**config.mk**
```make
export PLATFORM = sky130hd
export DESIGN_NAME = starfield_layers
export DESIGN_NICKNAME = d
export VERILOG_FILES = /design/src/rtl/starfield_pkg.sv /design/src/rtl/sf_layer_gen.sv /design/src/rtl/starfield_layers.sv
export SDC_FILE = /design/constraint.sdc
export NUM_CORES = 1
export LEC_CHECK = 0
export BUFFER_PORTS_ARGS = -buffer_cell sky130_fd_sc_hd__buf_2
export CAP_MARGIN = 20
export CORE_AREA = 2 2 109 111
export CTS_CLUSTER_SIZE = 40
export DETAILED_ROUTE_END_ITERATION = 6
export DIE_AREA = 0 0 111 113
export PLACE_DENSITY = 0.82
export SLEW_MARGIN = 10
export SYNTH_ARGS = -nofsm -noshare
export SYNTH_HDL_FRONTEND = slang
export SYNTH_SLANG_ARGS = --single-unit
```
**constraint.sdc**
```tcl
create_clock -name clk -period 5.65 [get_ports clk]
set_input_delay 0.2825 -clock clk [delete_from_list [all_inputs] [get_ports clk]]
set_output_delay 0.2825 -clock clk [all_outputs]
set_load 0.03 [all_outputs]
```
**src/rtl/starfield_pkg.sv**
```systemverilog
// Shared types and the LFSR tap table for the layered starfield generator.
package starfield_pkg;

  localparam int MAX_LAYERS = 8;

  typedef logic [7:0] star_t;

  // Maximal-length Fibonacci taps; bit n-1 set for tap n. Zero means unsupported length.
  function automatic logic [23:0] lfsr_taps(input int len);
    case (len)
      17:      lfsr_taps = 24'h012000;
      18:      lfsr_taps = 24'h020400;
      19:      lfsr_taps = 24'h040023;
      20:      lfsr_taps = 24'h090000;
      21:      lfsr_taps = 24'h140000;
      22:      lfsr_taps = 24'h300000;
      23:      lfsr_taps = 24'h420000;
      24:      lfsr_taps = 24'hE10000;
      default: lfsr_taps = 24'h000000;
    endcase
  endfunction

endpackage

```
**src/rtl/sf_layer_gen.sv**
```systemverilog
// One star layer: position counter, LFSR reseeded at count 0, density detect and dimmed brightness.
// Combinational outputs from registered state; advances only on i_en. STARFIELD_TWINKLE_EN adds o_tw.
module sf_layer_gen
  import starfield_pkg::*;
#(
  parameter int             H         = 800,
  parameter int             V         = 525,
  parameter int             LEN       = 21,
  parameter int             CW        = 19,
  parameter int             IDX       = 0,
  parameter int             DIM_SHIFT = 1,
  parameter int             INC       = -1,
  parameter logic [LEN-1:0] SEED      = '1,
  parameter logic [LEN-1:0] MASK      = '0
) (
  input  logic  i_clk,
  input  logic  i_rst,
  input  logic  i_en,
  output logic  o_on,
  output star_t o_star,
`ifdef STARFIELD_TWINKLE_EN
  output logic [1:0] o_tw,
`endif
  output logic  o_wrap
);

  localparam int             T_INT     = H * V + INC - 1;
  localparam logic [CW-1:0]  T         = CW'(T_INT);
  localparam logic [23:0]    TAPS_FULL = lfsr_taps(LEN);
  localparam logic [LEN-1:0] TAPS      = TAPS_FULL[LEN-1:0];
  localparam int             SH        = IDX * DIM_SHIFT;

  if (T_INT < 1) begin : g_bad_term
    $error("sf_layer_gen: terminal count below 1");
  end
  if (TAPS_FULL == 24'h0) begin : g_bad_len
    $error("sf_layer_gen: LEN outside tap table");
  end

  logic [CW-1:0]  r_cnt;
  logic [LEN-1:0] r_sreg;
  logic           w_at_term;
  logic           w_fb;

  assign w_at_term = (r_cnt == T);
  assign w_fb      = ^(r_sreg & TAPS);

  // Reloading the seed at count 0 is what makes the pattern drift by INC per frame.
  always_ff @(posedge i_clk) begin
    if (i_rst) begin
      r_cnt  <= '0;
      r_sreg <= SEED;
    end else begin
      if (i_en) begin
        r_cnt <= w_at_term ? '0 : r_cnt + 1'b1;
      end
      if (r_cnt == '0) begin
        r_sreg <= SEED;
      end else if (i_en) begin
        r_sreg <= {r_sreg[LEN-2:0], w_fb};
      end
    end
  end

  assign o_on   = &(r_sreg | MASK);
  assign o_star = r_sreg[7:0] >> SH;
  assign o_wrap = i_en & w_at_term;
`ifdef STARFIELD_TWINKLE_EN
  assign o_tw   = r_sreg[9:8];
`endif

endmodule

```
**src/rtl/starfield_layers.sv**
```systemverilog
// Multi-layer LFSR starfield: nearest lit layer wins, registered one en cycle after LFSR state; holds while en low.
// Optional STARFIELD_TWINKLE_EN halves the winning star when its sreg[9:8] matches frame[3:2].
module starfield_layers
  import starfield_pkg::*;
#(
  parameter int                    H         = 800,
  parameter int                    V         = 525,
  parameter int                    LAYERS    = 3,
  parameter int                    LEN       = 21,
  parameter logic [8*LAYERS-1:0]   INCS      = {8'hFF, 8'hFE, 8'hFC},
  parameter logic [LEN*LAYERS-1:0] SEEDS     = {LAYERS{21'h1FFFFF}},
  parameter logic [LEN*LAYERS-1:0] MASKS     = {21'h7FF, 21'hFFF, 21'h1FFF},
  parameter int                    DIM_SHIFT = 1
) (
  input  logic                                          clk,
  input  logic                                          rst,
  input  logic                                          en,
  output logic                                          sf_on,
  output star_t                                         sf_star,
  output logic [((LAYERS > 1) ? $clog2(LAYERS) : 1)-1:0] sf_layer,
  output logic [15:0]                                   frame
);

  localparam int LW = (LAYERS > 1) ? $clog2(LAYERS) : 1;
  localparam int CW = $clog2(H * V + 128);

  if (LAYERS < 1 || LAYERS > MAX_LAYERS) begin : g_bad_layers
    $error("starfield_layers: LAYERS out of range");
  end

  logic [LAYERS-1:0] w_on_v;
  star_t             w_star_v [LAYERS];
  logic              w_wrap0;
  logic              w_on;
  star_t             w_star;
  logic [LW-1:0]     w_layer;
`ifdef STARFIELD_TWINKLE_EN
  logic [1:0]        w_tw_v [LAYERS];
  logic [1:0]        w_tw;
`endif

  logic              r_on;
  star_t             r_star;
  logic [LW-1:0]     r_layer;
  logic [15:0]       r_frame;

  for (genvar g = 0; g < LAYERS; g++) begin : g_layer
    logic w_wrap;
    sf_layer_gen #(
      .H(H), .V(V), .LEN(LEN), .CW(CW), .IDX(g), .DIM_SHIFT(DIM_SHIFT),
      .INC(int'($signed(INCS[8*g +: 8]))),
      .SEED(SEEDS[LEN*g +: LEN]),
      .MASK(MASKS[LEN*g +: LEN])
    ) u_gen (
      .i_clk (clk),
      .i_rst (rst),
      .i_en  (en),
      .o_on  (w_on_v[g]),
      .o_star(w_star_v[g]),
`ifdef STARFIELD_TWINKLE_EN
      .o_tw  (w_tw_v[g]),
`endif
      .o_wrap(w_wrap)
    );
    // Only the nearest layer's wrap defines the frame boundary.
    if (g == 0) begin : g_frame_src
      assign w_wrap0 = w_wrap;
    end else begin : g_nc
      logic w_wrap_unused;
      assign w_wrap_unused = w_wrap;
    end
  end

  always_comb begin
    w_on    = 1'b0;
    w_star  = '0;
    w_layer = '0;
`ifdef STARFIELD_TWINKLE_EN
    w_tw    = 2'b00;
`endif
    for (int i = LAYERS - 1; i >= 0; i--) begin
      if (w_on_v[i]) begin
        w_on    = 1'b1;
        w_star  = w_star_v[i];
        w_layer = LW'(i);
`ifdef STARFIELD_TWINKLE_EN
        w_tw    = w_tw_v[i];
`endif
      end
    end
`ifdef STARFIELD_TWINKLE_EN
    if (w_on && (w_tw == r_frame[3:2])) begin
      w_star = w_star >> 1;
    end
`endif
  end

  always_ff @(posedge clk) begin
    if (rst) begin
      r_on    <= 1'b0;
      r_star  <= '0;
      r_layer <= '0;
      r_frame <= '0;
    end else if (en) begin
      r_on    <= w_on;
      r_star  <= w_star;
      r_layer <= w_layer;
      if (w_wrap0) begin
        r_frame <= r_frame + 16'd1;
      end
    end
  end

  assign sf_on    = r_on;
  assign sf_star  = r_star;
  assign sf_layer = r_layer;
  assign frame    = r_frame;

endmodule

```
=== Yosys cells after proc, flatten, opt, wreduce, memory -nomap -nowiden ===
Index checks and enable logic that the tools add are counted.

* Add/sub/neg operators: 4
* Equal/unequal tests: 3
* Mux-type cells: 12
* Bitwise gates (word level): 1
* Reduce and logical (&&, ||, !) cells: 13

{| class="wikitable"
|+ Operators by type and width
! operator !! count
|-
| 21-bit parity || 3
|-
| 19-bit by 1-bit adder with 19-bit output (second input constant) || 3
|-
| 19-bit == test (second input constant) || 3
|-
| 19-bit logical NOT || 3
|-
| 19-bit two-way mux || 3
|-
| 16-bit by 1-bit adder with 16-bit output (second input constant) || 1
|-
| 8-bit two-way mux || 2
|-
| 10-bit AND reduction || 1
|-
| 9-bit AND reduction || 1
|-
| 8-bit AND reduction || 1
|-
| 2-bit two-way mux || 3
|-
| 6-bit two-way mux || 1
|-
| 2-bit OR reduction || 3
|-
| 1-bit two-way mux || 3
|-
| 2-bit AND reduction || 1
|-
| 1-bit bitwise AND || 1
|}

* Register bits: 147
* Output and inout port bits: 27

=== Depth between registers and ports, before layout ===
Gate-level depths: netlist (run 1).

* Depth after elaboration: 4
* Gate-level depth with buffers: 7
* Mapped depth without buffers: 6

=== By module ===
From an unflattened synthesis (run 1), not the netlist that was laid out.

* Cells, all modules: 727
* Area, all modules: 6713.9 um^2

{| class="wikitable"
|+ Modules (own cells, without submodules)
! module !! times used !! cells an instance !! area each (um^2) !! sequential area each (um^2)
|-
| sf_layer_gen (g_layer[2].u_gen) || 1 || 194 || 1819.2 || 800.8
|-
| sf_layer_gen (g_layer[1].u_gen) || 1 || 195 || 1799.2 || 800.8
|-
| sf_layer_gen (g_layer[0].u_gen) || 1 || 192 || 1785.5 || 800.8
|-
| starfield_layers || 1 || 146 || 1310.0 || 540.5
|}

=== Worst setup path before layout (run 1) ===
No wires, ideal clock.

* Path kind: register to register
* Start point: register g_layer[0].u_gen.r_cnt[10]
* End point: register r_frame[13] (netlist: frame[13])
* Data arrival time: 2235 ps
* Path slack: 3345 ps
* Stages on the path, launching flop included: 7
* Period minus slack after synthesis: 2305 ps
* Path through: dfxtp_1 -> or4_1 -> or4_1 -> clkbuf_2 -> buf_6 -> or4_1 -> a21oi_1

* Longest elaborated chain between the ends: 3

{| class="wikitable"
|+ Ends and longest elaborated chain
! item !! line !! source
|-
| from (decl) || sf_layer_gen.sv:40 || <nowiki>logic [CW-1:0] r_cnt;</nowiki>
|-
| from (signal assigned) || sf_layer_gen.sv:55 || <nowiki>r_cnt <= w_at_term ? '0 : r_cnt + 1'b1;</nowiki>
|-
| 19-bit == test || sf_layer_gen.sv:45 || <nowiki>assign w_at_term = (r_cnt == T);</nowiki>
|-
| 1-bit bitwise AND || sf_layer_gen.sv:67 || <nowiki>assign o_wrap = i_en & w_at_term;</nowiki>
|-
| 2-bit AND reduction (no source line) || -- ||
|-
| to (signal assigned) || starfield_layers.sv:109 || <nowiki>r_frame <= r_frame + 16'd1;</nowiki>
|-
| to (decl) || starfield_layers.sv:45 || <nowiki>logic [15:0] r_frame;</nowiki>
|}

No other way between the ends.
A chain may end at the register's enable or synchronous reset.

=== Worst setup path in the final report (run 1) ===
* Start point: register g_layer[0].u_gen.r_cnt[10]
* End point: register g_layer[0].u_gen.r_cnt[1]

* Longest elaborated chain between the ends: 2

{| class="wikitable"
|+ Ends and longest elaborated chain
! item !! line
|-
| 19-bit == test || sf_layer_gen.sv:45
|-
| 19-bit two-way mux || sf_layer_gen.sv:55
|}

No other way between the ends.

==> metrics.md, run 1 <==
| Metric | Value |
|---|---|
| Xor and xnor fraction of the mapped netlist area | `0.0586` |
| Largest family of logic cells by synthesized area | `simple AND/OR/NAND/NOR gates` |
| Diodes inserted | `0` |
| H-tree depth | `4` |
| Max clock buf depth | `2` |
| Routability congestion estimate | `roughly 0.90` |
| Commonest non-fill, non-tap cell in the layout | `dfxtp_1` |
| Largest net degree at the start of global routing | `a little over 60` |
| Final WS setup | `2.69 ns` |
| Top cells by area, synth | `dfxtp_1, mux2i_1, nand2_1` |
| Seq/Total Area, Yosys | `0.458` |
| Crit-path max FO | `33` |
| Vias in the first global route | `4949` |
| Die area | `around 13000 sq um` |
| Tcrit/Tclk final | `0.524` |
| Cell count after synthesis | `722` |
| I/O Pins | `30` |
| Hold-fix buffer count after cts | `0` |
| #FFs+latches synth | `~150` |
| Clk_skew | `0.00568 ns` |
| Routed WL | `around 13 mm` |
| Distinct cells, synth | `between 40 and 50` |
| Critical Path Start Type | `register` |
| Core Area | `~11000 sq um` |
| Cell-by-cell trace of the critical path | `or4_1, or4_1, o21ai_2, nor2_1` |
| First-pass GRT wire length | `between 20 and 25 mm` |
| Clock Sinks | `about 150` |
| Starting Density | `0.570` |
| Final TNS setup | `0 ns` |
| Via density | `~6` |
| Tot GR Track Use | `0.216` |
| CP delay by family, top | `simple AND/OR/NAND/NOR gates` |
| Final Instance Count excl. Fillers | `between 800 and 900` |
| Crit-path most repeated cell | `or4_1` |
| Post-synthesis instance area | `approximately 6400 sq um` |
| Least-Margin Pin Slew | `around 0.96 ns` |
| Post-DRT Antenna Nets | `0` |
| CTS tree | `done` |
| Adder-cell share of the synthesized area | `0.0175` |
| Top_reg_cell synth | `dfxtp_1` |
| Number of CTS-inserted buffers | `17` |
| Final design utilization | `0.640` |
| Synthesized net count | `approximately 730` |
| Total number of vias | `roughly 5400` |
| HPWL after DPL | `around 8.7 mm` |
| Synth area leader | `dfxtp_1` |
| Row cnt | `39` |
| Synth Area in Compound Gates | `0.0955` |
| Crit path time final | `roughly 3.0 ns` |
| CP Capture Type | `register` |
| Final hold vios | `0` |
| Grt total ovfl | `0` |
| Max Slew Vio Count | `0` |
| Cell area power density | `just over 300 nW/um^2` |
| FFs w/ async S/R, synth | `0` |
| Worst path max stage delay | `approximately 0.97 ns` |
| PostCTS Resize Cnt | `0` |
| Setup bufs post-CTS | `0` |
| CTS clock-pin slew for the worst setup and hold paths | `about 0.06 ns` |
| Area Overhead vs Synth | `12.3%` |
| Design Area, Final | `between 7000 and 8000 sq um` |
| Nets | `between 700 and 800` |
| Worst Path Class, Setup | `register to register` |
| Mapped Avg Cell Area | `between 8 and 9 sq um` |
| Synth Warn # | `0` |
| Post-synth EDFFs | `0` |
| Crit path DAT | `3.23 ns` |
| Share of layout cells above drive strength 1 | `0.105` |
| # fillers | `between 800 and 900` |
| Post-synthesis mux area share | `0.0872` |
| Pre-CTS worst setup slack | `about 2.7 ns` |
| 1st-pass router iterations | `7` |
| Setup-failing EPs final | `0` |
| Worst rel slew slack | `0.361` |
| Max VDD drop | `between 200 and 250 uV` |
| Input/output buffers | `29` |
| Max frequency | `0.338 GHz` |
| Drt first-iter violations | `472` |
| Die height | `between 100 and 150 microns` |
| Placed Cells | `around 860` |
| RSZ-0062 raised after global routing | `no` |
| Clock root cell | `clkbuf_16` |
| Die width | `111 microns` |
| Most frequent cells in the layout | `dfxtp_1, nand2_1, mux2i_1, nor2_1, nand4_1` |
| Cell leakage power | `about 2.7 nW` |
| Initial antenna violation count | `0` |
| Slowest cell on crit path | `or4_1` |
| Fin Hold WS | `around 0.36 ns` |
| CP required | `a little under 6 ns` |
| Outcome | `completed` |
| Residual DRC | `0` |
| Synth top area share | `0.458` |
| DP Area | `~6700 sq um` |
| Hold Path Class | `primary input to register` |
| Latest clock arrival within the worst-skew pair | `0.42 ns` |
| Final Total Pwr | `around 2.2 mW` |
| Drt wl/cell | `~15 microns` |
| Crit path buf inv count | `0` |
| Max-cap viol count | `0` |
| Simple-gate share of the synthesized area | `0.246` |
-- logic make-up (layout without fill, tap and decap cells) --
kind of cell | count (synthesis) | in the layout
fa+ha+maj | 9 | 9
mux | 56 | 56
buf+inv | 61 | 91
flops | 147 | 147
simple gates | 312 | 312
xor+xnor | 43 | 43
compound gates | 94 | 94
-- flip-flops by register name, summed over array words and instances, names as in the netlist --
| signal | count |
|---|---|
| frame | 16 |
| g_layer.u_gen.r_cnt | 57 |
| g_layer.u_gen.r_sreg | 63 |
| sf_layer | 2 |
| sf_on | 1 |
| sf_star | 8 |
-- cell usage after synthesis (2+ instances only) --
library cell / number
inv_1: 23
nand4_1: 35
or4_1: 16
nand3_1: 34
xor2_1: 18
o311ai_0: 2
o21a_1: 2
nor2_1: 51
o21ai_0: 16
nand2_1: 98
or4b_2: 3
buf_1: 7
clkbuf_1: 27
xnor2_1: 25
o31ai_1: 11
nor4_1: 16
o41ai_2: 2
mux2i_1: 56
a31oi_1: 9
o41ai_1: 5
and4_1: 11
nor3_1: 11
ha_1: 9
or3_1: 15
nand2b_1: 7
dfxtp_1: 147
a21oi_1: 34
and3_1: 7
o32ai_1: 7
or2_2: 4
and2_1: 3
-- layout make-up --
cell class                 count  area [sq um]  share of cell area
clock inverter                15           141              0.0196
sequential                   147          2940               0.408
tap                          143           179              0.0248
multi-input combinational    514          3250               0.450
timing repair buffer          35           193              0.0267
clock buffer                  17           425              0.0589
inverter                      24          90.1              0.0125
-- report_power, final --
group          internal, mW  switching [mW]  total (mW)
clock network         0.644           0.432        1.08
logic                0.0387          0.0703       0.109
registers              1.05          0.0114        1.06
total                  1.73           0.514        2.25
-- layer usage --
layer / global-route usage / routed length [microns] / vias up
met5: 0 / 0 / -
met4: 0.0908 / 208 / 0
met3: 0.0503 / 693 / 21
met2: 0.374 / 6510 / 172
met1: 0.260 / 5900 / 2523
li1: - / - / 2642
-- final timing paths --
kind                              startpoint  slack (ns)  cells past startpoint                         to
hold reg to reg                   sf_star[7]        0.46                      2                 sf_star[7]
hold / removal                           rst        0.36                      2                 sf_star[6]
setup reg to reg  g_layer[0].u_gen.r_cnt[10]        2.69                      4  g_layer[0].u_gen.r_cnt[1]
setup / recovery  g_layer[0].u_gen.r_cnt[10]        2.69                      4  g_layer[0].u_gen.r_cnt[1]
(Power assumes the default switching activity.)
==> inputs of run 2 (changes only) <==
--- a/config.mk
+++ b/config.mk
@@ -7,10 +7,10 @@
 export LEC_CHECK = 0
 export BUFFER_PORTS_ARGS = -buffer_cell sky130_fd_sc_hd__buf_2
 export CAP_MARGIN = 20
-export CORE_AREA = 2 2 109 111
+export CORE_AREA = 2 2 112 114
 export CTS_CLUSTER_SIZE = 40
 export DETAILED_ROUTE_END_ITERATION = 6
-export DIE_AREA = 0 0 111 113
+export DIE_AREA = 0 0 114 116
 export PLACE_DENSITY = 0.82
 export SLEW_MARGIN = 10
 export SYNTH_ARGS = -nofsm -noshare
==> constraint.sdc (replaced) <==
create_clock -name clk -period 2.45 [get_ports clk]
set_input_delay 0.1225 -clock clk [delete_from_list [all_inputs] [get_ports clk]]
set_output_delay 0.1225 -clock clk [all_outputs]
set_load 0.03 [all_outputs]
==> run 2 against run 1 <==
Cell count is 2.1% higher. Count of clock-buffer cells in the layout is 1 higher. Critical path depth is 1 higher. Register-to-register slack worse by 2.6 ns. Clock skew is 0.0044 ns higher. Global-route usage is 0.53 points higher. Utilization is 2.2 points lower. Critical path type unchanged. Largest power group unchanged. Highest routed layer unchanged.
==> metrics.md, run 2 (synthesis gave the netlist of run 1 again) <==
| Metric | Value |
|---|---|
| Outcome | `completed` |
| Max clock buf depth | `2 (unchanged)` |
| Max VDD drop | `720 uV (+200%)` |
| Reg area | `2940 sq um (unchanged)` |
| Cell leakage power | `2.82 nW (+3.0%)` |
| Setup-failing EPs final | `0 (unchanged)` |
| Residual DRC | `0 (unchanged)` |
| Crit path time final | `2.38 ns (-0.584 ns)` |
| Critical Path Start Type | `register` |
| Most frequent cells in the layout | `dfxtp_1, nand2_1, mux2i_1, nor2_1, nand4_1` |
| Routability congestion estimate | `0.896 (-0.65%)` |
| Worst rel slew slack | `0.386 (+0.0249)` |
| Starting Density | `0.540 (-0.0306)` |
| Routed WL | `14.3 mm (+7.2%)` |
| Max-cap viol count | `0 (unchanged)` |
| Worst min-delay path startpoint | `en` |
| Share of layout cells above drive strength 1 | `0.124 (+0.0188)` |
| Setup bufs post-CTS | `0 (unchanged)` |
| HPWL after DPL | `9.43 mm (+8.0%)` |
| Crit path DAT | `2.73 ns (-0.50 ns)` |
| Clk_skew | `0.0101 ns (+0.00443 ns)` |
| H-tree depth | `4 (unchanged)` |
| Total number of vias | `5458 (+1.9%)` |
| Latest clock arrival within the worst-skew pair | `0.43 ns (about the same)` |
| # fillers | `965 (+9.2%)` |
| RSZ-0062 raised after global routing | `no` |
| Area Overhead vs Synth | `14.7%` |
| Final Total Pwr | `5.29 mW (+140%)` |
| Drt wl/cell | `15.6 microns (+5.0%)` |
| Design Area, Final | `7370 sq um (+2.1%)` |
| Max Slew Vio Count | `0 (unchanged)` |
| Tot GR Track Use | `0.221 (+0.00534)` |
| Max frequency | `0.421 GHz (+25%)` |
| First-pass GRT wire length | `23.7 mm (+5.2%)` |
| CTS clock-pin slew for the worst setup and hold paths | `0.06 ns (about the same)` |
| CP Capture Type | `register` |
| 1st-pass router iterations | `5 (-2)` |
| Core Area | `11900 sq um (+5.7%)` |
| Clock Sinks | `147 (unchanged)` |
| RR Endpoint | `frame[12]` |
| Via density | `5.97 (-0.25%)` |
| Final design utilization | `0.619 (-0.0216)` |
| Post-DRT Antenna Nets | `0 (unchanged)` |
| Hold Path Class | `primary input to register` |
| Input/output buffers | `29 (unchanged)` |
| Area of the multi-input gates | `3250 sq um (+0.12%)` |
| Final hold vios | `0 (unchanged)` |
| Tcrit/Tclk final | `0.971 (+0.446)` |
| Die height | `116 microns (+2.7%)` |
| Worst Path Class, Setup | `register to register` |
| Crit Reg-Reg Startpoint | `g_layer[0].u_gen.r_cnt[12]` |
| Clock root cell | `clkbuf_16` |
| Commonest non-fill, non-tap cell in the layout | `dfxtp_1` |
| Diodes inserted | `0 (unchanged)` |
| Vias in the first global route | `5214 (+5.4%)` |
| Flip-flop count of the largest register after layout | `63 (unchanged)` |
| Placed Cells | `882 (+2.2%)` |
| Final TNS setup | `0 ns (unchanged)` |
| Grt total ovfl | `0 (unchanged)` |
| Nets | `766 (+2.0%)` |
| Cell area power density | `717 nW/um^2 (+130%)` |
| PostCTS Resize Cnt | `0 (unchanged)` |
| Hold-fix buffer count after cts | `0 (unchanged)` |
| Hold path cells | `3 (+1)` |
| R2R Setup Slk | `0.07 ns (-2.62 ns)` |
| Final Instance Count excl. Fillers | `914 (+2.1%)` |
| Most flops, register | `g_layer.u_gen.r_sreg` |
| Least-Margin Pin Slew | `0.922 ns (-0.0373 ns)` |
| R2R depth | `5 (+1)` |
| CTS tree | `done` |
| Drt first-iter violations | `438 (-7.2%)` |
| WHS Endpoint | `g_layer[2].u_gen.r_cnt[0]` |
| Largest net degree at the start of global routing | `37 (-39%)` |
| Die width | `114 microns (+2.7%)` |
| Initial antenna violation count | `0 (unchanged)` |
| DP Area | `6770 sq um (+1.8%)` |
| Crit-path max FO | `33 (unchanged)` |
| Row cnt | `40 (+2.6%)` |
| Number of CTS-inserted buffers | `17 (unchanged)` |
| Die area | `13200 sq um (+5.4%)` |
| CP required | `2.80 ns (-3.12 ns)` |
| I/O Pins | `30 (unchanged)` |
[run 2: worst max-delay path, cell delays in order (launching register included)]
cell     delay, ns
dfxtp_1       0.33
or4_1         0.56
or4_4         0.55
buf_8         0.19
or4_1         0.52
a21oi_1       0.15
[run 2: layer usage]
layer  share of wire  track usage  vias up
li1                -            -     2665
met5               0            0        -
met1            0.43        0.262     2604
met2            0.50        0.393      155
met3           0.049       0.0528       34
met4           0.017       0.0789        0
[run 2: worst max path at each step]
stage,start,end
6_report,g_layer[0].u_gen.r_cnt[12],frame[12]
3_5_place_dp,g_layer[0].u_gen.r_cnt[12],frame[10]
5_1_grt,g_layer[0].u_gen.r_cnt[12],frame[15]
4_1_cts,g_layer[0].u_gen.r_cnt[12],frame[12]
3_3_place_gp,g_layer[0].u_gen.r_cnt[12],frame[11]
2_1_floorplan,g_layer[0].u_gen.r_cnt[10],frame[13]
[run 2: where the power goes]
| part | total [mW] | switching, mW | leakage (nW) | internal, mW |
|---|---|---|---|---|
| registers | 2.45 | 0.0281 | 1.19 | 2.42 |
| logic | 0.269 | 0.173 | 1.34 | 0.0958 |
| clock network | 2.57 | 1.03 | 0.287 | 1.53 |
| total | 5.29 | 1.24 | 2.82 | 4.05 |
[run 2: layout make-up]
cell class | instances | area share
inverters | 24 | 0.0122
clock inverters | 14 | 0.0205
well taps | 147 | 0.0249
repair buffers | 50 | 0.0424
clock buffers | 18 | 0.0596
multi-input cells | 514 | 0.441
flip-flops and latches | 147 | 0.399
[run 2: stage by stage]
step	hold slack, ns	setup slack (ns)
2_1_floorplan	0.428	0.145
3_3_place_gp	0.455	0.146
3_5_place_dp	0.459	0.0793
4_1_cts	0.113	0.0562
5_1_grt	0.143	0.0218
6_report	0.122	0.0723
==> inputs of run 3 (changes only) <==
--- a/config.mk
+++ b/config.mk
@@ -7,11 +7,13 @@
 export LEC_CHECK = 0
 export BUFFER_PORTS_ARGS = -buffer_cell sky130_fd_sc_hd__buf_2
 export CAP_MARGIN = 20
-export CORE_AREA = 2 2 112 114
+export CELL_PAD_IN_SITES_DETAIL_PLACEMENT = 1
+export CELL_PAD_IN_SITES_GLOBAL_PLACEMENT = 2
+export CORE_AREA = 2 2 139 141
 export CTS_CLUSTER_SIZE = 40
 export DETAILED_ROUTE_END_ITERATION = 6
-export DIE_AREA = 0 0 114 116
-export PLACE_DENSITY = 0.82
+export DIE_AREA = 0 0 141 143
+export PLACE_DENSITY = 0.83
 export SLEW_MARGIN = 10
 export SYNTH_ARGS = -nofsm -noshare
 export SYNTH_HDL_FRONTEND = slang
==> run 3 against run 2 <==
Clock power rose by 5%. Register-to-register slack improved by 0.05 ns. Count of clock-buffer cells in the layout did not move. Critical path type unchanged. Flip-flop and latch count did not move. Worst setup slack improved by 0.050 ns. Highest routed layer unchanged. Largest cell class unchanged. Critical path depth did not move. Global-route usage fell by 5.8 points. Clock skew fell by 0.0030 ns. Maximum frequency rose by 2.2%.
==> metrics.md, run 3 (synthesis gave the netlist of run 1 again) <==
| Metric | Value |
|---|---|
| Reg area | `2940 sq um (unchanged)` |
| Max clock buf depth | `2 (unchanged)` |
| Final Total Pwr | `5.42 mW (+2.6%)` |
| Nets | `767 (+0.13%)` |
| Max Slew Vio Count | `0 (unchanged)` |
| Final TNS setup | `0 ns (unchanged)` |
| Die height | `143 microns (+23%)` |
| Setup-failing EPs final | `0 (unchanged)` |
| Slowest cell on crit path | `or4_4` |
| Hold Path Class | `primary input to register` |
| Area of the multi-input gates | `3270 sq um (+0.50%)` |
| RR Endpoint | `frame[13]` |
| Latest clock arrival within the worst-skew pair | `0.42 ns (about the same)` |
| Setup bufs post-CTS | `0 (unchanged)` |
| WHS Endpoint | `g_layer[2].u_gen.r_sreg[14]` |
| Worst min-delay path startpoint | `en` |
| Final WS setup | `0.122 ns (+0.0502 ns)` |
| Input/output buffers | `29 (unchanged)` |
| 1st-pass router iterations | `4 (-1)` |
| Cell area power density | `720 nW/um^2 (+0.43%)` |
| Clock root cell | `clkbuf_16` |
| Most flops, register | `g_layer.u_gen.r_sreg` |
| Crit-path max FO | `33 (unchanged)` |
| H-tree depth | `4 (unchanged)` |
| CP Capture Type | `register` |
| Drt wl/cell | `16.0 microns (+2.3%)` |
| Die area | `20200 sq um (+52%)` |
| Commonest non-fill, non-tap cell in the layout | `dfxtp_1` |
| Diodes inserted | `0 (unchanged)` |
| CTS clock-pin slew for the worst setup and hold paths | `0.06 ns (about the same)` |
| Area Overhead vs Synth | `17.1%` |
| Routability congestion estimate | `0.815 (-9.1%)` |
| Met1 wire length | `7.70 mm (+25%)` |
| Final hold vios | `0 (unchanged)` |
| Row cnt | `50 (+25%)` |
| Outcome | `completed` |
| Critical path depth in cells | `5 (unchanged)` |
| Most frequent cells in the layout | `dfxtp_1, nand2_1, mux2i_1, nor2_1, nand4_1` |
| Crit path DAT | `2.68 ns (-0.05 ns)` |
| Met3 wire len | `384 microns (-45%)` |
| Cell leakage power | `2.84 nW (+0.58%)` |
| First-pass GRT wire length | `26.9 mm (+14%)` |
| Crit path time final | `2.33 ns (-0.0502 ns)` |
| Hold path cells | `3 (unchanged)` |
| Max-cap viol count | `0 (unchanged)` |
| Via density | `5.38 (-9.9%)` |
| Residual DRC | `0 (unchanged)` |
| Crit-path most repeated cell | `or4_4` |
| Post-DRT Antenna Nets | `0 (unchanged)` |
| Cell-by-cell trace of the critical path | `or4_4, or4_4, buf_8, or4_1, a21oi_1` |
| Least-Margin Pin Slew | `0.588 ns (-0.334 ns)` |
| Worst Path Class, Setup | `register to register` |
| Tcrit/Tclk final | `0.950 (-0.0205)` |
| Initial antenna violation count | `0 (unchanged)` |
| Hold-fix buffer count after cts | `0 (unchanged)` |
| Critical Path Start Type | `register` |
| Highest routed layer | `met4` |
| Die width | `141 microns (+24%)` |
| CTS tree | `done` |
| R2R Setup Slk | `0.12 ns (+0.05 ns)` |
| # fillers | `2142 (+120%)` |
| R2R depth | `5 (unchanged)` |
| Total number of vias | `5390 (-1.2%)` |
| HPWL after DPL | `10.8 mm (+15%)` |
| CP delay by family, top | `simple AND/OR/NAND/NOR gates` |
| Clock Sinks | `147 (unchanged)` |
| Clk_skew | `0.00710 ns (-0.00301 ns)` |
| Crit Reg-Reg Startpoint | `g_layer[0].u_gen.r_cnt[15]` |
| Share of layout cells above drive strength 1 | `0.128 (+0.00374)` |
| Largest net degree at the start of global routing | `52 (+41%)` |
| Tot GR Track Use | `0.163 (-0.0580)` |
| RSZ-0062 raised after global routing | `no` |
| Crit path buf inv count | `1 (unchanged)` |
| Core Area | `18600 sq um (+56%)` |
| Max VDD drop | `431 uV (-40%)` |
| Met2 wire length | `7.80 mm (+8.5%)` |
| Pre-CTS worst setup slack | `0.0272 ns (-0.0521 ns)` |
| Starting Density | `0.346 (-0.194)` |
| Max frequency | `0.430 GHz (+2.2%)` |
| CP required | `2.80 ns (about the same)` |
| Drt first-iter violations | `248 (-43%)` |
| Routed WL | `16.0 mm (+12%)` |
| Vias in the first global route | `5550 (+6.4%)` |
| Number of CTS-inserted buffers | `17 (unchanged)` |
| Worst rel slew slack | `0.608 (+0.223)` |
| Grt total ovfl | `0 (unchanged)` |
| Worst path max stage delay | `0.55 ns (about the same)` |
| Flip-flop count of the largest register after layout | `63 (unchanged)` |
| I/O Pins | `30 (unchanged)` |
| Final design utilization | `0.405 (-0.214)` |
[run 3: cell types whose count changed in the layout (fill, tap and decap cells not counted), moves of 2 or more]
cell and delta:
clkinv_4 -4, a31oi_1 -2, a31oi_2 +2, inv_6 +2
[run 3: metrics by stage]
| stage | hold WS [ns] | area (sq um) | instances |
|---|---|---|---|
| 6_report | 0.149 | 7530 | 1002 |
| 5_1_grt | 0.160 | 7530 | 1002 |
| 4_1_cts | 0.130 | 7520 | 1002 |
| 3_5_place_dp | 0.460 | 6910 | 970 |
| 3_3_place_gp | 0.453 | 6910 | 970 |
| 2_1_floorplan | 0.428 | 6430 | 722 |
[run 3: worst max-delay path by stage]
stage	slack, ns	endpoint	startpoint
after floorplan	0.14	frame[13]	g_layer[0].u_gen.r_cnt[10]
after detailed placement	0.03	frame[13]	g_layer[0].u_gen.r_cnt[10]
after global placement	0.16	frame[15]	g_layer[0].u_gen.r_cnt[10]
final	0.12	frame[13]	g_layer[0].u_gen.r_cnt[15]
after global routing	0.02	frame[13]	g_layer[0].u_gen.r_cnt[10]
after CTS	0.01	frame[13]	g_layer[0].u_gen.r_cnt[12]
[run 3: area by class of cell]
type | instances | area share
multi-input cells | 514 | 0.434
clock inverters | 14 | 0.0233
flip-flops and latches | 147 | 0.391
inverters | 24 | 0.0120
clock buffers | 18 | 0.0570
repair buffers | 51 | 0.0442
well taps | 234 | 0.0389
[run 3: tightest hold or removal path: stages]
cell and delay, ns:
buf_4 0.20, mux2i_1 0.15, nand2_1 0.06
[run 3: power breakdown]
part           leakage (nW)  switching [mW]  internal (mW)
registers              1.19          0.0265           2.42
logic                  1.35           0.176         0.0999
clock network         0.294            1.08           1.62
[run 3: per-layer routing]
layer | track usage | vias to the layer above
met2 | 0.285 | 50
met5 | 0 | -
met4 | 0.0405 | 0
li1 | - | 2666
met3 | 0.0439 | 11
met1 | 0.201 | 2663
[run 3: repair_timing]
item | 4_1_cts | 5_1_grt
setup endpoints to repair | 0 | 9
endpoints found under the hold margin | 0 | 0
gates resized for setup | 0 | 4
